## src/rtl/exec_if.sv

```systemverilog
// Execute-stage handshake bundle: issue side (in_*) and result side (out_*).
interface exec_if #(
  parameter int XLEN = 32
);
  logic            in_valid;
  logic            in_ready;
  logic [4:0]      in_op;
  logic [XLEN-1:0] in_a;
  logic [XLEN-1:0] in_b;
  logic [XLEN-1:0] in_imm;
  logic [XLEN-1:0] in_pc;
  logic [4:0]      in_rd;
  logic            out_valid;
  logic            out_ready;
  logic [XLEN-1:0] out_result;
  logic [4:0]      out_rd;
  logic            out_br_taken;
  logic [XLEN-1:0] out_br_target;
  logic            out_illegal;

  modport slave (
    input  in_valid, in_op, in_a, in_b,
    input  in_imm, in_pc, in_rd,
    output in_ready,
    output out_valid, out_result, out_rd,
    output out_br_taken, out_br_target,
    output out_illegal,
    input  out_ready
  );

  modport master (
    output in_valid, in_op, in_a, in_b,
    output in_imm, in_pc, in_rd,
    input  in_ready,
    input  out_valid, out_result, out_rd,
    input  out_br_taken, out_br_target,
    input  out_illegal,
    output out_ready
  );
endinterface

```

## src/rtl/exec_unit.sv

```systemverilog
// RV32I/RV64I execute stage; define EXEC_MEXT_EN to add the
// 2-cycle multiplier and iterative divider (MUL/DIV/FIX states).
module exec_unit #(
  parameter int              XLEN     = 32,
  parameter int              SHAMT_W  = 5,
  parameter logic [XLEN-1:0] RESET_PC = '0
) (
  input  logic  clk,
  input  logic  rst,
  input  logic  flush,
  output logic  busy,
  exec_if.slave io
);
  typedef logic [XLEN-1:0] word_t;
  localparam word_t FOUR = word_t'(4);

  word_t              a, b, pc_imm;
  word_t              alu_res, alu_tgt;
  logic [SHAMT_W-1:0] shamt;
  logic               alu_taken, alu_ill;
  logic               can_out, accept;
  logic               idle, is_multi;
  logic               ld_fsm;
  word_t              fsm_res;
  logic [4:0]         fsm_rd;

  assign a      = io.in_a;
  assign b      = io.in_b;
  assign shamt  = b[SHAMT_W-1:0];
  assign pc_imm = io.in_pc + io.in_imm;

  assign can_out     = !io.out_valid || io.out_ready;
  assign io.in_ready = idle && can_out && !flush;
  assign accept      = io.in_valid && io.in_ready;
  assign busy        = !idle;

  always_comb begin
    alu_res   = '0;
    alu_tgt   = pc_imm;
    alu_taken = 1'b0;
    alu_ill   = 1'b0;
    case (io.in_op)
      5'd0:  alu_res = a + b;
      5'd1:  alu_res = a - b;
      5'd2:  alu_res = a << shamt;
      5'd3:  alu_res = word_t'($signed(a) < $signed(b));
      5'd4:  alu_res = word_t'(a < b);
      5'd5:  alu_res = a ^ b;
      5'd6:  alu_res = a >> shamt;
      5'd7:  alu_res = word_t'($signed(a) >>> shamt);
      5'd8:  alu_res = a | b;
      5'd9:  alu_res = a & b;
      5'd10: alu_res = b;
      5'd11: alu_res = io.in_pc + b;
      5'd12: begin
        alu_res   = io.in_pc + FOUR;
        alu_taken = 1'b1;
      end
      5'd13: begin
        alu_res   = io.in_pc + FOUR;
        alu_tgt   = (a + io.in_imm) & ~word_t'(1);
        alu_taken = 1'b1;
      end
      5'd14: alu_taken = (a == b);
      5'd15: alu_taken = (a != b);
      5'd16: alu_taken = ($signed(a) < $signed(b));
      5'd17: alu_taken = ($signed(a) >= $signed(b));
      5'd18: alu_taken = (a < b);
      5'd19: alu_taken = (a >= b);
      5'd20: alu_res = a + b;
      default: alu_ill = 1'b1;
    endcase
  end

`ifdef EXEC_MEXT_EN
  typedef enum logic [1:0] {
    S_IDLE, S_MUL, S_DIV, S_FIX
  } state_t;
  localparam int    CW      = $clog2(XLEN);
  localparam word_t MIN_NEG = {1'b1, {(XLEN-1){1'b0}}};

  state_t            state, state_nx;
  logic [CW-1:0]     cnt;
  word_t             acc, quo, rem, dvs;
  word_t             a_mag, b_mag, mul_val, fix_val;
  word_t             rem_nx, quo_nx, q_fin, r_fin;
  logic [2*XLEN-1:0] ma, mb, prod;
  logic [XLEN:0]     rs, df;
  logic              neg_q, neg_r, is_rem;
  logic              sgn, rem_op, a_neg, b_neg;
  logic              is_mul, div0, ovf;
  logic [4:0]        rd_q;

  assign idle     = (state == S_IDLE);
  assign is_multi = (io.in_op >= 5'd21) && (io.in_op <= 5'd28);
  assign is_mul   = (io.in_op >= 5'd21) && (io.in_op <= 5'd24);
  assign sgn      = (io.in_op == 5'd25) || (io.in_op == 5'd27);
  assign rem_op   = (io.in_op == 5'd27) || (io.in_op == 5'd28);
  assign a_neg    = sgn && a[XLEN-1];
  assign b_neg    = sgn && b[XLEN-1];
  assign a_mag    = a_neg ? -a : a;
  assign b_mag    = b_neg ? -b : b;
  assign div0     = (b == '0);
  assign ovf      = sgn && (a == MIN_NEG) && (b == '1);
  assign fix_val  = div0 ? (rem_op ? a : '1)
                         : (rem_op ? '0 : a);

  // Sign/zero-extend to 2*XLEN so one unsigned multiply serves all four ops.
  assign ma = (io.in_op == 5'd22 || io.in_op == 5'd23)
            ? {{XLEN{a[XLEN-1]}}, a} : {{XLEN{1'b0}}, a};
  assign mb = (io.in_op == 5'd22)
            ? {{XLEN{b[XLEN-1]}}, b} : {{XLEN{1'b0}}, b};
  assign prod    = ma * mb;
  assign mul_val = (io.in_op == 5'd21) ? prod[XLEN-1:0]
                                       : prod[2*XLEN-1:XLEN];

  assign rs     = {rem, quo[XLEN-1]};
  assign df     = rs - {1'b0, dvs};
  assign rem_nx = df[XLEN] ? rs[XLEN-1:0] : df[XLEN-1:0];
  assign quo_nx = {quo[XLEN-2:0], ~df[XLEN]};
  assign q_fin  = neg_q ? -quo_nx : quo_nx;
  assign r_fin  = neg_r ? -rem_nx : rem_nx;
  assign fsm_rd = rd_q;

  always_comb begin
    state_nx = state;
    ld_fsm   = 1'b0;
    fsm_res  = acc;
    case (state)
      S_IDLE: if (accept && is_multi)
        state_nx = is_mul ? S_MUL
                 : (div0 || ovf) ? S_FIX : S_DIV;
      S_MUL, S_FIX: if (can_out) begin
        ld_fsm   = 1'b1;
        state_nx = S_IDLE;
      end
      S_DIV: if (cnt == '0 && can_out) begin
        ld_fsm   = 1'b1;
        fsm_res  = is_rem ? r_fin : q_fin;
        state_nx = S_IDLE;
      end
      default: state_nx = S_IDLE;
    endcase
    if (flush) begin
      state_nx = S_IDLE;
      ld_fsm   = 1'b0;
    end
  end

  always_ff @(posedge clk or posedge rst) begin
    if (rst) state <= S_IDLE;
    else     state <= state_nx;
  end

  // The last iteration is folded into the output write, so cnt==0 never steps.
  always_ff @(posedge clk or posedge rst) begin
    if (rst) begin
      acc    <= '0;
      quo    <= '0;
      rem    <= '0;
      dvs    <= '0;
      cnt    <= '0;
      neg_q  <= 1'b0;
      neg_r  <= 1'b0;
      is_rem <= 1'b0;
      rd_q   <= '0;
    end else if (accept && is_multi) begin
      acc    <= is_mul ? mul_val : fix_val;
      quo    <= a_mag;
      rem    <= '0;
      dvs    <= b_mag;
      cnt    <= CW'(XLEN-1);
      neg_q  <= a_neg ^ b_neg;
      neg_r  <= a_neg;
      is_rem <= rem_op;
      rd_q   <= io.in_rd;
    end else if (state == S_DIV && cnt != '0 && !flush) begin
      quo <= quo_nx;
      rem <= rem_nx;
      cnt <= cnt - 1'b1;
    end
  end
`else
  assign idle     = 1'b1;
  assign is_multi = 1'b0;
  assign ld_fsm   = 1'b0;
  assign fsm_res  = '0;
  assign fsm_rd   = '0;
`endif

  always_ff @(posedge clk or posedge rst) begin
    if (rst) begin
      io.out_valid     <= 1'b0;
      io.out_result    <= '0;
      io.out_rd        <= '0;
      io.out_br_taken  <= 1'b0;
      io.out_br_target <= RESET_PC;
      io.out_illegal   <= 1'b0;
    end else if (flush) begin
      io.out_valid <= 1'b0;
    end else if (accept && !is_multi) begin
      io.out_valid     <= 1'b1;
      io.out_result    <= alu_res;
      io.out_rd        <= io.in_rd;
      io.out_br_taken  <= alu_taken;
      io.out_br_target <= alu_tgt;
      io.out_illegal   <= alu_ill;
    end else if (ld_fsm) begin
      io.out_valid    <= 1'b1;
      io.out_result   <= fsm_res;
      io.out_rd       <= fsm_rd;
      io.out_br_taken <= 1'b0;
      io.out_illegal  <= 1'b0;
    end else if (io.out_ready) begin
      io.out_valid <= 1'b0;
    end
  end
endmodule

```

## src/flat_wrapper.sv

```systemverilog
// flat-port wrapper written by rule: the top's interface ports become plain ports
module exec_unit_flat 
#(
  parameter int              XLEN     = 32,
  parameter int              SHAMT_W  = 5,
  parameter logic [XLEN-1:0] RESET_PC = '0
)
  (clk, rst, flush, busy, io_in_valid, io_in_op, io_in_a, io_in_b, io_in_imm, io_in_pc, io_in_rd, io_in_ready, io_out_valid, io_out_result, io_out_rd, io_out_br_taken, io_out_br_target, io_out_illegal, io_out_ready);
  exec_if #(.XLEN(XLEN)) io_i ();
  input  logic clk;
  input  logic rst;
  input  logic flush;
  output logic busy;
  input wire logic [$bits(io_i.in_valid)-1:0] io_in_valid;
  input wire logic [$bits(io_i.in_op)-1:0] io_in_op;
  input wire logic [$bits(io_i.in_a)-1:0] io_in_a;
  input wire logic [$bits(io_i.in_b)-1:0] io_in_b;
  input wire logic [$bits(io_i.in_imm)-1:0] io_in_imm;
  input wire logic [$bits(io_i.in_pc)-1:0] io_in_pc;
  input wire logic [$bits(io_i.in_rd)-1:0] io_in_rd;
  output wire logic [$bits(io_i.in_ready)-1:0] io_in_ready;
  output wire logic [$bits(io_i.out_valid)-1:0] io_out_valid;
  output wire logic [$bits(io_i.out_result)-1:0] io_out_result;
  output wire logic [$bits(io_i.out_rd)-1:0] io_out_rd;
  output wire logic [$bits(io_i.out_br_taken)-1:0] io_out_br_taken;
  output wire logic [$bits(io_i.out_br_target)-1:0] io_out_br_target;
  output wire logic [$bits(io_i.out_illegal)-1:0] io_out_illegal;
  input wire logic [$bits(io_i.out_ready)-1:0] io_out_ready;
  assign io_i.in_valid = io_in_valid;
  assign io_i.in_op = io_in_op;
  assign io_i.in_a = io_in_a;
  assign io_i.in_b = io_in_b;
  assign io_i.in_imm = io_in_imm;
  assign io_i.in_pc = io_in_pc;
  assign io_i.in_rd = io_in_rd;
  assign io_in_ready = io_i.in_ready;
  assign io_out_valid = io_i.out_valid;
  assign io_out_result = io_i.out_result;
  assign io_out_rd = io_i.out_rd;
  assign io_out_br_taken = io_i.out_br_taken;
  assign io_out_br_target = io_i.out_br_target;
  assign io_out_illegal = io_i.out_illegal;
  assign io_i.out_ready = io_out_ready;
  exec_unit #(.XLEN(XLEN), .SHAMT_W(SHAMT_W), .RESET_PC(RESET_PC)) u_core (.clk(clk), .rst(rst), .flush(flush), .busy(busy), .io(io_i));
endmodule
```

## config.mk

```make
export PLATFORM = sky130hd
export DESIGN_NAME = exec_unit_flat
export DESIGN_NICKNAME = d
export VERILOG_FILES = /design/src/rtl/exec_if.sv /design/src/rtl/exec_unit.sv /design/src/flat_wrapper.sv
export SDC_FILE = /design/constraint.sdc
export NUM_CORES = 1
export LEC_CHECK = 0
export CORE_UTILIZATION = 53
export CTS_CLUSTER_DIAMETER = 200
export DETAILED_ROUTE_END_ITERATION = 8
export PLACE_DENSITY = 0.76
export SYNTH_ARGS = -nofsm -noshare
export SYNTH_HDL_FRONTEND = slang
export SYNTH_SLANG_ARGS = --single-unit
```

## constraint.sdc

```tcl
create_clock -name clk -period 2.3 [get_ports clk]
set_input_delay 0.46 -clock clk [delete_from_list [all_inputs] [get_ports clk]]
set_output_delay 0.46 -clock clk [all_outputs]
set_load 0.1 [all_outputs]
```

==> results summary, run 1 <==
The flow did not finish. The run ended at global routing (5_1_grt). The first error in the log reads "[ERROR GRT-0116] Global routing finished with congestion. Check the congestion regions in the DRC Viewer". The total number of placement rows is 63. For this design, the sink count on the clock tree is between 70 and 80.

The die is between 150 and 200 um tall. The maximum number of buffers from clock root to sink came out at 2. The biggest area contributor in the post-synthesis netlist is ha_1. The area of the mapped netlist is 16200 um^2. The fraction of synthesized cell area taken by the top area cell type came out at 0.149. The most used flip-flop cell after synthesis is dfrtp_1. The final weighted congestion of routability-driven global placement came out at approximately 1.4. The maximum level of the CTS H-tree is 3. Summed over all layers, the global routing overflow is 667.

The fraction of the yosys area taken by sequential cells is 0.111. The quantity of I/O buffers inserted on ports came out at between 200 and 250. The average size of a mapped cell is 7.14 um^2. Yosys mapped a number of flops with a built-in enable equal to 0. After synthesis, the largest family of logic cells by area is compound AO/OA/AOI/OAI gates. Counting the buffers created by CTS gives 9. The share of synthesized cell area in and, or, nand and nor gates came out at 0.205. For this run, the number of Yosys warnings is 0.

The I/O pin total is 217. The post-synthesis compound-gate area fraction is 0.335. The number of global-route vias before repair is between 30000 and 40000.

The synthesis-stage register bit count came out at 72. For this configuration, the core starts out at a cell density of 0.543. Of the total synthesized cell area, the portion taken by full adders, half adders and majority gates is 0.154. Detailed placement ended at an HPWL of 68800 um. Synthesis produced 2273 cells. The total routing usage reported by global routing is 0.844. The placed instance area came out at approximately 25000 um^2. Entering global routing, the biggest net connects between 50 and 60 pins. By area the synthesized netlist is led by ha_1 (15%), dfrtp_1 (11%), nand2_1 (6.8%). The post-synthesis net count came out at ~2600.

The width of the die is 177 um. After synthesis, the share of cell area in mux cells is 0.0653. The fraction of synthesis flops using an asynchronous set or reset pin came out at 1.00. The first-pass GRT wire length came out at approximately 200000 um. In this run, distinct cell masters in the synthesized netlist total a little over 90. The setup slack at placement came out at -2190 ps.

The buffer type at the clock tree root is clkbuf_16. The post-synthesis xor/xnor area fraction came out at 0.0713.
==> per-layer routing <==
metal / overflow / global-route usage
met1: 36 / 0.822
met2: 361 / 0.998
met3: 27 / 0.716
met4: 240 / 0.879
met5: 3 / 0.389
==> cell usage after synthesis (8+ instances only) <==
| library cell | count |
|---|---|
| o22ai_1 | 17 |
| nor2_1 | 220 |
| buf_2 | 18 |
| o221ai_1 | 23 |
| o21a_1 | 21 |
| mux2i_1 | 45 |
| o211ai_1 | 37 |
| a221oi_1 | 38 |
| nor2b_1 | 19 |
| and4_1 | 9 |
| a31oi_1 | 24 |
| clkbuf_1 | 99 |
| nor4_1 | 10 |
| o21ai_0 | 193 |
| o31ai_1 | 15 |
| a2111oi_0 | 11 |
| a21oi_1 | 184 |
| or4_1 | 9 |
| dfrtp_1 | 72 |
| nand2b_1 | 20 |
| nor3_1 | 33 |
| mux2_2 | 10 |
| a211oi_1 | 38 |
| o21bai_1 | 27 |
| buf_1 | 11 |
| a22o_1 | 8 |
| a22oi_1 | 32 |
| o2111ai_1 | 8 |
| and3_1 | 18 |
| nand2_1 | 296 |
| nand4_1 | 20 |
| nand3_1 | 37 |
| or3_1 | 14 |
| mux4_2 | 22 |
| xnor2_1 | 89 |
| inv_1 | 106 |
| ha_1 | 193 |
| a21o_1 | 52 |
| o21ai_1 | 10 |
| xor2_1 | 43 |
==> cells by family after synthesis <==
logic type,Yosys count
fa+ha+maj,197
mux,77
other cells,1
flops,72
xor+xnor,132
buf+inv,240
compound gates,818
simple gates,736
==> metrics by stage <==
stage	std cells	setup TNS, ps	utilization	hold slack (ps)
global placement	3509	-82030	0.826	459
floorplan	2273	-39520	-	523
detailed placement	3509	-89420	0.826	464
CTS	3609	-38830	0.903	464
==> repair_timing <==
action	4_1_cts
hold buffers	0
resized for setup	593
setup endpoints to repair	60
cloned	2
buffers inserted	96
pin swaps	211
==> run 2: changes to the inputs <==
- CORE_UTILIZATION: 53 -> 40
- CTS_CLUSTER_DIAMETER: 200 -> default
- PLACE_DENSITY: 0.76 -> default
- PLACE_DENSITY_LB_ADDON: default -> 0.15
- clock period: 2.3 -> 3 ns (I/O delays scaled with it)
==> run 2 against run 1 <==
Compared with the run above:
- the flow now finishes, with violations (negative setup slack)
- synthesized cell count unchanged
- synthesized area unchanged
==> results summary, run 2 <==
The final net count came out at roughly 3600. Of the post-synthesis cell area, the dominant cell type holds 0.149. The first detailed-routing pass took 9 iterations. The total buffers and inverters traversed by the critical path came out at 3. Setup violations remaining at the end of the flow were counted as 33. The fraction of synthesis flops using an asynchronous set or reset pin came out at 1.00. The fraction of final layout cells sized beyond drive strength 1 came out at 0.428. The total stage count of the critical path is 18. The number of buffers inserted for hold repair after clock tree synthesis came out at 0. The most common cell in the netlist is nand2_1. For this design the static power due to leakage is about 13 nW. The final-report hold violation count is 0. The utilization of the core after routing came out at 0.693. The number of pins exceeding their max-slew limit in the final report is 0.

In this run, placement finished with an instance count of between 3000 and 4000. The height of the chip is about 200 um. The post-synthesis net count came out at ~2600. In this run, synthesis inferred 0 flip-flops with an integrated enable. The worst setup path is captured at a register. The share of total power dissipated in the clock network is 0.127. For this run, the register share of the synthesized area comes to 0.111. The stage delay of the slowest cell on the critical path came out at between 500 and 600 ps. Leaving out fill and tap cells, the most frequent cell in the layout is buf_4.

The post-layout total power is around 9 mW. Among the stages of the critical path, the cell type that occurs most often is buf_8. The total CTS buffers is 9. The critical path goes through buf_8, xor2_4, or4_4, buf_8, nand2_4, o21ai_2, ha_2, buf_6, a211oi_4, o21bai_2, a211oi_2, nand2b_4, o311ai_4, a221o_2, a221oi_2, xnor2_1, nand2_1, a21oi_2.

The final cycle utilization of the critical path is 1.28. The peak supply drop is roughly 0.33 mV. The number of antenna violations at the first check in global routing is 9.

The total number of placement rows is 73. The number of distinct library cell variants in the gate-level netlist after synthesis came out at 93. The final instance area is ~28000 um^2. After the flow finishes, the layout carries non-filler instances totaling 3775. In the post-synthesis netlist, the biggest area contributors are ha_1 (15%), dfrtp_1 (11%), nand2_1 (6.8%). Measured along the x axis, the die boundary spans 203 um. The TritonCTS clock tree is yes. Among all flip-flop cells after synthesis, the most frequent one is dfrtp_1.

The depth of the worst register-to-register path came out at 10. The final reports fail on negative setup slack. Internal power comes to 4.45 mW. The synthesis-stage register bit count is between 70 and 80. The area of the mapped netlist is approximately 16000 um^2. The first-pass GRT wire length is between 100000 and 150000 um. The share of total power dissipated in combinational logic is 0.736. The worst hold slack across all endpoints is roughly 480 ps.

The detailed router's first-iteration violation count is around 2500. The flow ran to the end, but the final reports show violations. The DRC violations left came out at 0. The total routing usage reported by global routing came out at 0.454. The remaining global-route overflow came out at 0. The core area came out at 39800 um^2. Counting I/O delays and the setup requirement, the final critical path takes around 3800 ps.

The average size of a mapped cell is just over 7 um^2. Summed over all layers, the routed wires come to between 90000 and 100000 um. The final clock skew is 14.1 ps. The worst hold path belongs to the class reg2reg. The final critical-path setup slack came out at -837 ps. At the worst endpoint, the required time is 3300 ps. The relative slew slack came out at 0.508. CTS saw about 70 sinks. The cell count of the worst hold path came out at 2. The setup slack at placement is -1570 ps. The post-detailed-route via-to-cell ratio came out at 6.19. Among all stages on the critical path, the largest delay is contributed by or4_4. The total of fill cells in the finished design came out at between 3000 and 4000. The gate count of the mapped netlist came out at ~2300. The sequential power share is 0.137.

The clock passes through at most 2 buffers. The wire-length estimate of the detail-placed layout is around 77000 um. The worst setup path is of the in2reg kind. Across the run, the number of max-cap violations was 0. In this run the remaining antenna-violating nets after routing total 0. The commonest cells after synthesis are nand2_1 (296), nor2_1 (220), ha_1 (193), o21ai_0 (193), a21oi_1 (184).

The die outline area came out at roughly 41000 um^2. The average wire per standard cell is about 26 um. The clock-pin slew on the worst setup and hold paths is around 70 ps.

Relative to the synthesized area, the layout overhead comes to 70.0%. At the later pin of the worst-skew pair, clock insertion delay measures 370 ps. Broken down by cell family, the worst path's largest delay share belongs to compound AO/OA/AOI/OAI gates.

The power per cell area is 330 nW/um^2. Leaving out fill and tap cells, the most frequent cells in the layout are buf_4 (882), nand2_1 (283), nor2_1 (203), a21oi_1 (149), o21ai_0 (147). STA puts the critical path data arrival time at around 4100 ps. The top achievable clock speed is between 0.2 and 0.3 GHz.

The worst setup path is launched from an input pin. The final weighted congestion of routability-driven global placement is ~1.1. The routed layout has between 20000 and 25000 vias. The largest fanout of any net on the critical path came out at 5. The placed instances occupy a cell area of ~25000 um^2. The maximum level of the CTS H-tree came out at 3. The maximum number of pins on one net before global-route repair is 97. The initial core utilization is 0.407. The largest total area in the synthesized netlist belongs to ha_1. The setup TNS after final layout came out at -16270 ps.

The switching component of the power is roughly 4.7 mW. The total number of yosys warnings came out at 0. The buffer type at the clock tree root is clkbuf_16. The share of total power consumed by net switching is 0.511. Buffers placed on the I/O ports in this run total about 220. For the pin with the worst max-slew slack, the measured transition is roughly 730 ps.

The number of global-route vias before repair is approximately 23000. The I/O pin total came out at 217. The largest registers in the layout are u_core.io.out_br_target: 32 flops, u_core.io.out_result: 32 flops, u_core.io.out_rd: 5 flops.

Setup repair after global routing could not meet its margin everywhere.
==> run 2: cell counts after synthesis <==
Identical to the previous run, type by type.
==> run 2: final timing paths <==
| check | from | endpoint | slack, ps |
|---|---|---|---|
| min reg2reg | u_core.io.out_rd[3] | u_core.io.out_rd[3] | 480 |
| max in group asynchronous | rst | u_core.io.out_br_target[25] | 1760 |
| max | io_in_op[4] | u_core.io.out_result[25] | -840 |
| min | u_core.io.out_rd[3] | u_core.io.out_rd[3] | 480 |
| min in group asynchronous | rst | u_core.io.out_br_target[2] | 560 |
| max reg2reg | u_core.io.out_valid | u_core.io.out_result[22] | 450 |
==> run 2: power groups by stage <==
stage | clock network [mW] | registers, mW | logic [mW]
6_report | 1.16 | 1.25 | 6.70
5_1_grt | 1.20 | 1.26 | 6.99
4_1_cts | 1.16 | 1.25 | 6.24
3_5_place_dp | 0 | 1.26 | 5.83
3_3_place_gp | 0 | 1.26 | 5.76
2_1_floorplan | 0 | 2.43 | 2.17
==> run 2: cell type report <==
class | count | area, um^2 | share of cell area
Clock inverter | 7 | 78.8 | 0.00286
Antenna cell | 3 | 7.51 | 0.000272
Sequential cell | 72 | 1800 | 0.0653
Multi-Input combinational cell | 1963 | 15600 | 0.565
Timing Repair Buffer | 1089 | 8770 | 0.318
Tap cell | 525 | 657 | 0.0238
Inverter | 107 | 455 | 0.0165
Clock buffer | 9 | 225 | 0.00817
==> run 2: kinds of logic (layout without fill, tap and decap cells) <==
group,count (synthesis),count (layout),share of synthesized area
flops,72,72,0.111
mux,77,77,0.0653
other cells,1,4,0.000231
buf+inv,240,1212,0.0583
fa+ha+maj,197,197,0.154
compound gates,818,818,0.335
simple gates,736,738,0.205
xor+xnor,132,132,0.0713
==> run 2: metal layers <==
metal	global-route usage	up-vias	part of all wire
li1	-	10400	-
met1	0.597	11200	0.39
met2	0.701	1519	0.43
met3	0.0959	333	0.11
met4	0.227	10	0.058
met5	0	-	0.00070
==> run 2: worst register-to-register path: cells and delay by family (launching register included) <==
kind	cells	cell delay, ps
compound gates	6	1410
simple gates	4	650
flops	1	390
==> run 2: what timing repair did <==
action	in CTS	in global routing
resized for setup	410	294
endpoints found under the setup margin	53	49
setup buffers	57	38
cloned	2	1
pin swaps	128	133
Power figures use the tool's default switching activity.
